===== src/rtl/mips_core_pkg.sv =====
// Shared core types: the resolved branch outcome and the PHT scheduler state.
package mips_core_pkg;

  typedef enum logic {
    NOT_TAKEN = 1'b0,
    TAKEN     = 1'b1
  } BranchOutcome;

  typedef enum logic [1:0] {
    INIT   = 2'd0,
    IDLE   = 2'd1,
    UPD_RD = 2'd2,
    UPD_WR = 2'd3
  } bp_sched_state_e;

endpackage


===== src/rtl/bp_update_queue.sv =====
// Small synchronous FIFO of pending PHT updates ({index, outcome}).
module bp_update_queue
  import mips_core_pkg::*;
#(
  parameter int INDEX_WIDTH = 10,
  parameter int DEPTH       = 4
) (
  input  logic                   clk,
  input  logic                   rst_n,
  input  logic                   push,
  input  logic [INDEX_WIDTH-1:0] push_index,
  input  BranchOutcome           push_outcome,
  input  logic                   pop,
  output logic [INDEX_WIDTH-1:0] head_index,
  output BranchOutcome           head_outcome,
  output logic                   full,
  output logic                   empty
);

  localparam int PTR_W = $clog2(DEPTH);

  logic [INDEX_WIDTH-1:0] index_mem   [DEPTH];
  BranchOutcome           outcome_mem [DEPTH];
  logic [PTR_W-1:0]       wr_ptr_q;
  logic [PTR_W-1:0]       rd_ptr_q;
  logic [PTR_W:0]         count_q;
  logic                   do_push;
  logic                   do_pop;

  assign full    = (count_q == (PTR_W+1)'(DEPTH));
  assign empty   = (count_q == '0);
  assign do_push = push & ~full;
  assign do_pop  = pop & ~empty;

  // NOTE: the storage array has no reset; the pointers and count alone decide
  // which entries are live, so a reset flushes the queue without clearing data.
  always_ff @(posedge clk) begin
    if (do_push) begin
      index_mem[wr_ptr_q]   <= push_index;
      outcome_mem[wr_ptr_q] <= push_outcome;
    end
  end

  always_ff @(posedge clk or negedge rst_n) begin
    if (!rst_n) begin
      wr_ptr_q <= '0;
      rd_ptr_q <= '0;
      count_q  <= '0;
    end else begin
      if (do_push) wr_ptr_q <= wr_ptr_q + 1'b1;
      if (do_pop)  rd_ptr_q <= rd_ptr_q + 1'b1;
      case ({do_push, do_pop})
        2'b10:   count_q <= count_q + 1'b1;
        2'b01:   count_q <= count_q - 1'b1;
        default: count_q <= count_q;
      endcase
    end
  end

  assign head_index   = index_mem[rd_ptr_q];
  assign head_outcome = outcome_mem[rd_ptr_q];

endmodule


===== src/rtl/bp_table_scheduler.sv =====
// Arbitrates the single PHT SRAM port: init sweep, priority lookups, and
// queued read-modify-write counter updates.
module bp_table_scheduler
  import mips_core_pkg::*;
#(
  parameter int                   INDEX_WIDTH = 10,
  parameter int                   CTR_WIDTH   = 2,
  parameter int                   UPD_DEPTH   = 4,
  parameter logic [CTR_WIDTH-1:0] INIT_VALUE  = CTR_WIDTH'('b01)
) (
  input  logic                   clk,
  input  logic                   rst_n,
  input  logic                   i_lookup_valid,
  input  logic [INDEX_WIDTH-1:0] i_lookup_index,
  output logic                   o_lookup_ready,
  output logic                   o_lookup_rvalid,
  output logic [CTR_WIDTH-1:0]   o_lookup_counter,
  input  logic                   i_update_valid,
  input  logic [INDEX_WIDTH-1:0] i_update_index,
  input  BranchOutcome           i_update_outcome,
  output logic                   o_update_ready,
  output logic                   o_tbl_en,
  output logic                   o_tbl_we,
  output logic [INDEX_WIDTH-1:0] o_tbl_addr,
  output logic [CTR_WIDTH-1:0]   o_tbl_wdata,
  input  logic [CTR_WIDTH-1:0]   i_tbl_rdata,
  output logic                   o_busy
);

  function automatic logic [CTR_WIDTH-1:0] sat_next(input logic [CTR_WIDTH-1:0] ctr,
                                                    input BranchOutcome outcome);
    if (outcome == TAKEN) return (&ctr) ? ctr : ctr + 1'b1;
    return (ctr == '0) ? ctr : ctr - 1'b1;
  endfunction

  bp_sched_state_e        state_q, state_d;
  logic [INDEX_WIDTH-1:0] init_addr_q;
  logic                   rvalid_q;
  logic [CTR_WIDTH-1:0]   ctr_hold_q;

  logic                   q_full, q_empty, q_push, q_pop;
  logic [INDEX_WIDTH-1:0] head_index;
  BranchOutcome           head_outcome;

  logic                   lookup_ready, lookup_fire;
  logic                   tbl_en, tbl_we;
  logic [INDEX_WIDTH-1:0] tbl_addr;
  logic [CTR_WIDTH-1:0]   tbl_wdata;

  assign o_update_ready = (state_q != INIT) & ~q_full;
  assign q_push         = i_update_valid & o_update_ready;

  bp_update_queue #(
    .INDEX_WIDTH (INDEX_WIDTH),
    .DEPTH       (UPD_DEPTH)
  ) u_queue (
    .clk          (clk),
    .rst_n        (rst_n),
    .push         (q_push),
    .push_index   (i_update_index),
    .push_outcome (i_update_outcome),
    .pop          (q_pop),
    .head_index   (head_index),
    .head_outcome (head_outcome),
    .full         (q_full),
    .empty        (q_empty)
  );

  // NOTE: sequential state uses non-blocking assignments so every register
  // samples pre-edge values regardless of statement order.
  always_ff @(posedge clk or negedge rst_n) begin
    if (!rst_n) begin
      state_q     <= INIT;
      init_addr_q <= '0;
      rvalid_q    <= 1'b0;
      ctr_hold_q  <= '0;
    end else begin
      state_q  <= state_d;
      rvalid_q <= lookup_fire;
      if (state_q == INIT) init_addr_q <= init_addr_q + 1'b1;
      if (rvalid_q)        ctr_hold_q  <= i_tbl_rdata;
    end
  end

  // NOTE: every output of this block gets a default before the case, so no
  // path leaves a signal unassigned and no latch is inferred.
  always_comb begin
    state_d      = state_q;
    lookup_ready = 1'b0;
    lookup_fire  = 1'b0;
    q_pop        = 1'b0;
    tbl_en       = 1'b0;
    tbl_we       = 1'b0;
    tbl_addr     = '0;
    tbl_wdata    = '0;
    case (state_q)
      INIT: begin
        tbl_en    = 1'b1;
        tbl_we    = 1'b1;
        tbl_addr  = init_addr_q;
        tbl_wdata = INIT_VALUE;
        if (&init_addr_q) state_d = IDLE;
      end
      IDLE: begin
        // A full queue blocks lookups so the head update cannot starve.
        lookup_ready = ~q_full;
        if (i_lookup_valid && !q_full) begin
          lookup_fire = 1'b1;
          tbl_en      = 1'b1;
          tbl_addr    = i_lookup_index;
        end else if (!q_empty) begin
          state_d = UPD_RD;
        end
      end
      UPD_RD: begin
        tbl_en   = 1'b1;
        tbl_addr = head_index;
        state_d  = UPD_WR;
      end
      UPD_WR: begin
        tbl_en    = 1'b1;
        tbl_we    = 1'b1;
        tbl_addr  = head_index;
        tbl_wdata = sat_next(i_tbl_rdata, head_outcome);
        q_pop     = 1'b1;
        state_d   = IDLE;
      end
      default: state_d = INIT;
    endcase
  end

  // The SRAM port is held quiet for as long as reset is asserted.
  assign o_tbl_en    = rst_n & tbl_en;
  assign o_tbl_we    = rst_n & tbl_we;
  assign o_tbl_addr  = rst_n ? tbl_addr : '0;
  assign o_tbl_wdata = rst_n ? tbl_wdata : '0;

  assign o_lookup_ready   = lookup_ready;
  assign o_lookup_rvalid  = rvalid_q;
  assign o_lookup_counter = rvalid_q ? i_tbl_rdata : ctr_hold_q;
  assign o_busy           = (state_q == INIT);

endmodule


===== config.mk =====
export PLATFORM = sky130hd
export DESIGN_NAME = bp_table_scheduler
export DESIGN_NICKNAME = d
export VERILOG_FILES = /design/src/rtl/mips_core_pkg.sv /design/src/rtl/bp_update_queue.sv /design/src/rtl/bp_table_scheduler.sv
export SDC_FILE = /design/constraint.sdc
export NUM_CORES = 1
export LEC_CHECK = 0
export ABC_CLOCK_PERIOD_IN_PS = 6000
export BUFFER_PORTS_ARGS = -buffer_cell sky130_fd_sc_hd__buf_4
export CELL_PAD_IN_SITES_DETAIL_PLACEMENT = 0
export CELL_PAD_IN_SITES_GLOBAL_PLACEMENT = 1
export CORE_MARGIN = 2
export CORE_UTILIZATION = 50
export CTS_CLUSTER_DIAMETER = 50
export DETAILED_ROUTE_END_ITERATION = 8
export PLACE_DENSITY = 0.88
export SYNTH_ARGS = -nofsm -noshare
export SYNTH_HDL_FRONTEND = slang
export SYNTH_SLANG_ARGS = --single-unit

===== constraint.sdc =====
create_clock -name clk -period 6 [get_ports clk]
set_input_delay 0.6 -clock clk [delete_from_list [all_inputs] [get_ports clk]]
set_output_delay 0.6 -clock clk [all_outputs]
set_load 0.005 [all_outputs]

==> out/results.ini, run 1 <==
[final_layout]
final_cells=339
final.fill_count=442
synthToLayoutAreaGrowth_pct=18.7
fin_nets=298
diodes=0
drive_gt1_share_pct=28.8
final_util_pct=60.9

[routing]
vias=1858
ant_nets=0
drc=0
avgViaCountPerCell=5.48
wl_per_cell_microns=16.8
drt_iter0_markers=120
drt_wl_total_mm=5.69
firstDrtPassIters=4

[sta]
tightest_slew_ns=0.771
finalSetupTns_ns=0
worst_slack_ns=2.96
slew_headroom_pct=48.6
clock_skew_ns=0.00716
hold_viol=0
final.period_utilization_pct=50.7
min_period_ns=3.04
rsz0062_at_grt=false
setup_viol=0
max_freq_ghz=0.329
slew_viol_final=0

[worst_setup_path]
critical-path-max-stage-delay_ns=0.67
worstPathRequired_ns=6.26
crit_path_cell_trace=inv_1 > ha_1 > inv_1 > and3_1 > inv_1 > ha_1 > inv_1 > fa_1 > xor2_1 > nor2_1 > xor2_1
r2r-start=state_q[0]
cp-end-kind=register
critPathLaunchType=register
arrival_ns=3.30
crit_type=reg -> reg
critPathMaxFanout=22
slowest_stage=ha_1
startpoint=state_q[0]
crit_top_cell=inv_1

[cts]
cts.sinks=66
holdBufCountCts=0
cts_buffers=9
clockBufferDepth=2
clkTransAtPathRegs_ns=0.08
post_cts_buffers=0
cts_htree_levels=3
post_cts_resized=0
cts_tree=built
clk-insertion-delay-late_ns=0.33
root_buffer=clkbuf_8

[synthesis]
synth-seq-area-share_pct=62.4
syn_inst=211
synth-seq-cells=66
synth_cell_types=30
yosysWarnings=0
synth_area_sq_um=3000
synth_nets=250
avgSynthCellArea_sq_um=14.2

[global_routing]
grt_first_pass_wirelength_mm=9.15
grt_max_degree=35
track_usage_pct=19.2
antenna_found_initial=0
grt-ovfl-total=0
first_global_vias=1884

[placed_design]
place_hpwl_mm=4.00
io_buffer_count=46
gp_congestion=0.777
pre_cts_ws_ns=2.95
place_inst=323

[floorplanning]
die_area_sq_um=6630
fp.dieH_microns=81.5
core_area_sq_um=5850
die_w_microns=81.5
start_util_pct=51.3
pin_count=47
num_rows=28

[hold_path]
hold_path.class=in -> async

[power]
ir_drop_mv=0.283
power_per_cell_area_nw_per_um2=464
p_leak_nw=1.41

[outcome]
outcome=finished clean

[flow_run]
maxCapViolCount=0

per-layer routing:
layer / track usage, % / part of all wire (%) / wire (microns)
met1: 24.8 / 45 / 2560
met2: 30.7 / 48 / 2750
met3: 4.73 / 4.8 / 272
met4: 8.64 / 1.7 / 96
met5: 0 / 0 / 0
cell families (layout without fill, tap and decap cells):
family / Yosys count / count (layout) / share of synthesized area [%]
flip-flops: 66 / 66 / 62.4
buffers and inverters: 19 / 72 / 2.80
XOR/XNOR: 15 / 15 / 4.38
AND/OR/NAND/NOR: 32 / 32 / 5.88
multiplexers: 17 / 17 / 10.6
adder cells (fa/ha/maj): 13 / 13 / 5.63
AO/OA/AOI/OAI: 49 / 49 / 8.34
sequential cells by signal (all words and copies together), names as in the netlist:
register	cells
u_queue.wr_ptr_q	2
o_lookup_rvalid	1
u_queue.index_mem	40
init_addr_q	10
u_queue.count_q	3
u_queue.rd_ptr_q	2
ctr_hold_q	2
u_queue.outcome_mem	4
state_q	2
cells in the final DEF (no fill, tap or decap), types with 6 or more instances in the layout:
master,instances
dfrtp_1,22
ha_1,11
mux4_2,10
and2_1,6
inv_1,10
nand2_1,6
clkbuf_8,9
edfxtp_1,44
buf_4,46
xor2_1,6
a21oi_1,22
xnor2_1,9
nand4_1,6
o21ai_0,25
critical path: cells and delay by family, from the launching register on:
family	cells	cell delay, ns
xor gates and xnor gates	2	0.29
adders and majority gates	3	1.21
buffers and inverters	4	0.62
DFF	1	0.42
and+or+nand+nor	2	0.45
cells in the mapped netlist:
| cell type | count | area [sq um] |
|---|---|---|
| fa_1 | 1 | 20.0 |
| buf_4 | 1 | 7.51 |
| inv_1 | 10 | 37.5 |
| nor3_1 | 2 | 10.0 |
| xnor2_1 | 9 | 78.8 |
| a21boi_0 | 1 | 7.51 |
| dfrtp_1 | 22 | 551 |
| nor2_1 | 3 | 11.3 |
| nand3_1 | 1 | 5.00 |
| nand2_1 | 6 | 22.5 |
| ha_1 | 11 | 138 |
| maj3_2 | 1 | 11.3 |
| buf_1 | 1 | 3.75 |
| o21ai_0 | 25 | 125 |
| clkbuf_1 | 5 | 18.8 |
| nor2b_1 | 2 | 12.5 |
| nand4_1 | 6 | 37.5 |
| and3_1 | 5 | 31.3 |
| mux2i_1 | 2 | 20.0 |
| and2_1 | 6 | 37.5 |
| or3b_1 | 1 | 8.76 |
| edfxtp_1 | 44 | 1320 |
| o21a_1 | 1 | 7.51 |
| buf_2 | 1 | 5.00 |
| mux2_2 | 4 | 45.0 |
| mux4_2 | 10 | 225 |
| a21oi_1 | 22 | 110 |
| xor2_1 | 6 | 52.6 |
| buf_6 | 1 | 11.3 |
| mux4_1 | 1 | 26.3 |
where the power goes:
| group | leakage (nW) | switching (mW) | internal, mW |
|---|---|---|---|
| sequential | 0.675 | 0.102 | 0.611 |
| clock | 0.0791 | 0.172 | 0.148 |
| combinational | 0.653 | 0.301 | 0.318 |
| total | 1.41 | 0.575 | 1.08 |
through the flow:
step	power (mW)	area, sq um	hold WS [ns]
finish	1.65	3560	0.174
global route	1.77	3560	0.189
CTS	1.67	3560	0.177
detailed placement	1.35	3390	0.482
global placement	1.33	3390	0.479
floorplan	1.12	3000	0.304
path summary, 6_finish.rpt:
path | to | slack [ns] | cells past startpoint
setup / recovery | u_queue.count_q[2] | 2.96 | 11
hold / removal | init_addr_q[0] | 0.17 | 1
setup reg to reg | u_queue.count_q[2] | 2.96 | 11
hold reg to reg | u_queue.count_q[2] | 0.48 | 1
max in group asynchronous | state_q[1] | 5.54 | 1
min in group clk | u_queue.index_mem[1][7] | 0.46 | 1
cell type report:
class	instances	area (sq um)	area share [%]
repair buffers	46	345	9.70
multi-input cells	126	1040	29.3
inverters	10	37.5	1.05
flip-flops and latches	66	1870	52.6
well taps	75	93.8	2.64
clock inverters	7	45.0	1.26
clock buffers	9	124	3.48
Note: power is estimated with default switching activity, not from simulation.
==> run 2: changes to the inputs <==
--- a/config.mk
+++ b/config.mk
@@ -5,15 +5,16 @@
 export SDC_FILE = /design/constraint.sdc
 export NUM_CORES = 1
 export LEC_CHECK = 0
-export ABC_CLOCK_PERIOD_IN_PS = 6000
+export ABC_AREA = 1
+export ABC_CLOCK_PERIOD_IN_PS = 2730
 export BUFFER_PORTS_ARGS = -buffer_cell sky130_fd_sc_hd__buf_4
 export CELL_PAD_IN_SITES_DETAIL_PLACEMENT = 0
 export CELL_PAD_IN_SITES_GLOBAL_PLACEMENT = 1
 export CORE_MARGIN = 2
-export CORE_UTILIZATION = 50
+export CORE_UTILIZATION = 39
 export CTS_CLUSTER_DIAMETER = 50
 export DETAILED_ROUTE_END_ITERATION = 8
-export PLACE_DENSITY = 0.88
+export PLACE_DENSITY = 0.78
 export SYNTH_ARGS = -nofsm -noshare
 export SYNTH_HDL_FRONTEND = slang
 export SYNTH_SLANG_ARGS = --single-unit
==> constraint.sdc (replaced) <==
create_clock -name clk -period 2.73 [get_ports clk]
set_input_delay 0.273 -clock clk [delete_from_list [all_inputs] [get_ports clk]]
set_output_delay 0.273 -clock clk [all_outputs]
set_load 0.005 [all_outputs]
==> out/results.ini, run 2 <==
[final_layout]
regMostFlops=u_queue.index_mem
fin_nets=425
final_cells=493
top_regs=u_queue.index_mem: 40 flops, init_addr_q: 10 flops, u_queue.outcome_mem: 4 flops
layout_commonest_cell=nor2_1
drive_gt1_share_pct=19.9
synthToLayoutAreaGrowth_pct=22.4
diodes=0
layout_common_cells=nor2_1 (65), nand2_1 (59), buf_4 (54), edfxtp_1 (44), inv_1 (34)
largest_reg_flops=40
final.fill_count=753

[sta]
min_period_ns=2.38
finalSetupTns_ns=0
clock_skew_ns=0.00964
final.period_utilization_pct=87.1
rsz0062_at_grt=false
slew_headroom_pct=65.6
max_freq_ghz=0.421
tightest_slew_ns=0.515
slew_viol_final=0
hold_viol=0
setup_viol=0

[worst_setup_path]
r2r-start=u_queue.count_q[1]
cp_top_family=flip-flops
worstPathRequired_ns=2.46
critical_path_buf_inv_count=2
startpoint=u_queue.rd_ptr_q[0]
critPathLaunchType=register
rrSetupSlack_ns=0.59
crit_top_cell=nand2_1
crit_path_cell_trace=inv_2 > nand2_1 > nand3_1 > nand2_1 > nand2_1 > nand2_1 > nand2_1 > a21oi_2 > buf_4
crit_end=o_tbl_addr[2]
slowest_stage=dfrtp_1
arrival_ns=2.10
r2r-end=u_queue.count_q[2]
r2r_cells=11
critPathMaxFanout=23
critical-path-max-stage-delay_ns=0.67
crit_type=reg -> out
cp-end-kind=output port
path_depth=9

[cts]
cts_tree=built
cts_buffers=9
cts.sinks=66
cts_htree_levels=3
clockBufferDepth=2
clkTransAtPathRegs_ns=0.08
clk-insertion-delay-late_ns=0.35
root_buffer=clkbuf_8

[floorplanning]
die_area_sq_um=8860
fp.dieH_microns=94.1
num_rows=32
die_w_microns=94.1
start_util_pct=40.6
pin_count=47
core_area_sq_um=7810

[power]
power_per_cell_area_nw_per_um2=531
p_leak_nw=1.68
ir_drop_mv=0.241

[synthesis]
yosysWarnings=0
synth-seq-area-share_pct=59.1
synth_nets=367
avgSynthCellArea_sq_um=9.66
synth_xor_area_share_pct=3.04
ys_top_cells_by_count=nor2_1 (65), nand2_1 (59), edfxtp_1 (44)
async_flop_share_pct=33.3
synth_area_sq_um=3170
yosysTopAreaCell=edfxtp_1
ys.flop_type=edfxtp_1
synth_compound_area_share_pct=7.98
synthDominantCellAreaShare_pct=41.7
synth_top_family_by_area=simple AND/OR/NAND/NOR gates
synth_most_common_cell=nor2_1
synth-edff-count=44
synth-seq-cells=66
synthTopCellsByArea=edfxtp_1 (42%), dfrtp_1 (17%), nor2_1 (7.7%)
syn_inst=328
synth_cell_types=27
synthAdderAreaFrac_pct=4.98
synthSimpleGateAreaFrac_pct=18.7
synthMuxAreaShare_pct=0

[flow_run]
maxCapViolCount=0

[placed_design]
io_buffer_count=46
place_inst=476
place_hpwl_mm=5.04
gp_congestion=0.820

[global_routing]
first_global_vias=2289
grt_first_pass_wirelength_mm=11.5
track_usage_pct=17.7
grt_max_degree=28
grt-ovfl-total=0
antenna_found_initial=0

[hold_path]
min_from=i_update_index[5]
hold_path.class=in -> reg

[routing]
firstDrtPassIters=4
ant_nets=0
avgViaCountPerCell=4.75
vias=2341
wl_per_cell_microns=14.5
drt_wl_total_mm=7.13
drt_iter0_markers=87
drc=0

[outcome]
outcome=finished clean

run 2: final cells by class:
class	instances	area [sq um]	share of cell area (%)
Timing Repair Buffer	55	415	10.7
Sequential cell	66	1870	48.3
Tap cell	102	128	3.29
Inverter	37	139	3.58
Clock inverter	7	101	2.61
Multi-Input combinational cell	217	1100	28.4
Clock buffer	9	124	3.19
run 2: where the power goes:
group          switching (mW)  internal [mW]  leakage, nW
clock                   0.406          0.521        0.106
sequential                  0           1.07        0.667
combinational          0.0306         0.0338        0.911
run 2: what timing repair did:
item                      in CTS  in global routing
hold endpoints to repair      22                  0
hold buffers                   1                  0
gates resized for setup        0                  0
buffers inserted               0                  0
run 2: worst min-delay path by stage:
stage	to	slack [ns]	depth (start not counted)
6_report	u_queue.index_mem[3][5]	0.12	1
5_1_grt	u_queue.index_mem[3][5]	0.10	1
4_1_cts	u_queue.index_mem[3][4]	0.11	1
3_5_place_dp	init_addr_q[4]	0.30	2
3_3_place_gp	init_addr_q[4]	0.30	2
2_1_floorplan	ctr_hold_q[0]	-0.02	0
run 2: cell families after synthesis:
logic type / Yosys count
compound gates: 49
fa+ha+maj: 12
simple gates: 145
buf+inv: 45
xor+xnor: 11
flops: 66
run 2: stage by stage:
stage	util, %	hold slack, ns	area, sq um	setup slack [ns]	total power [mW]
floorplan	-	-0.0226	3170	0.690	1.10
global placement	46.7	0.302	3640	0.687	1.15
detailed placement	46.7	0.301	3640	0.597	1.15
CTS	49.7	0.109	3880	0.308	2.08
global route	49.7	0.101	3880	0.0943	2.12
finish	49.7	0.115	3880	0.353	2.06
run 2: metal layers:
layer	track usage (%)	up-vias	part of all wire (%)
li1	-	1180	-
met4	7.00	0	0.67
met2	28.0	62	48
met1	23.6	1095	47
met5	0	-	0
met3	4.17	4	5.1
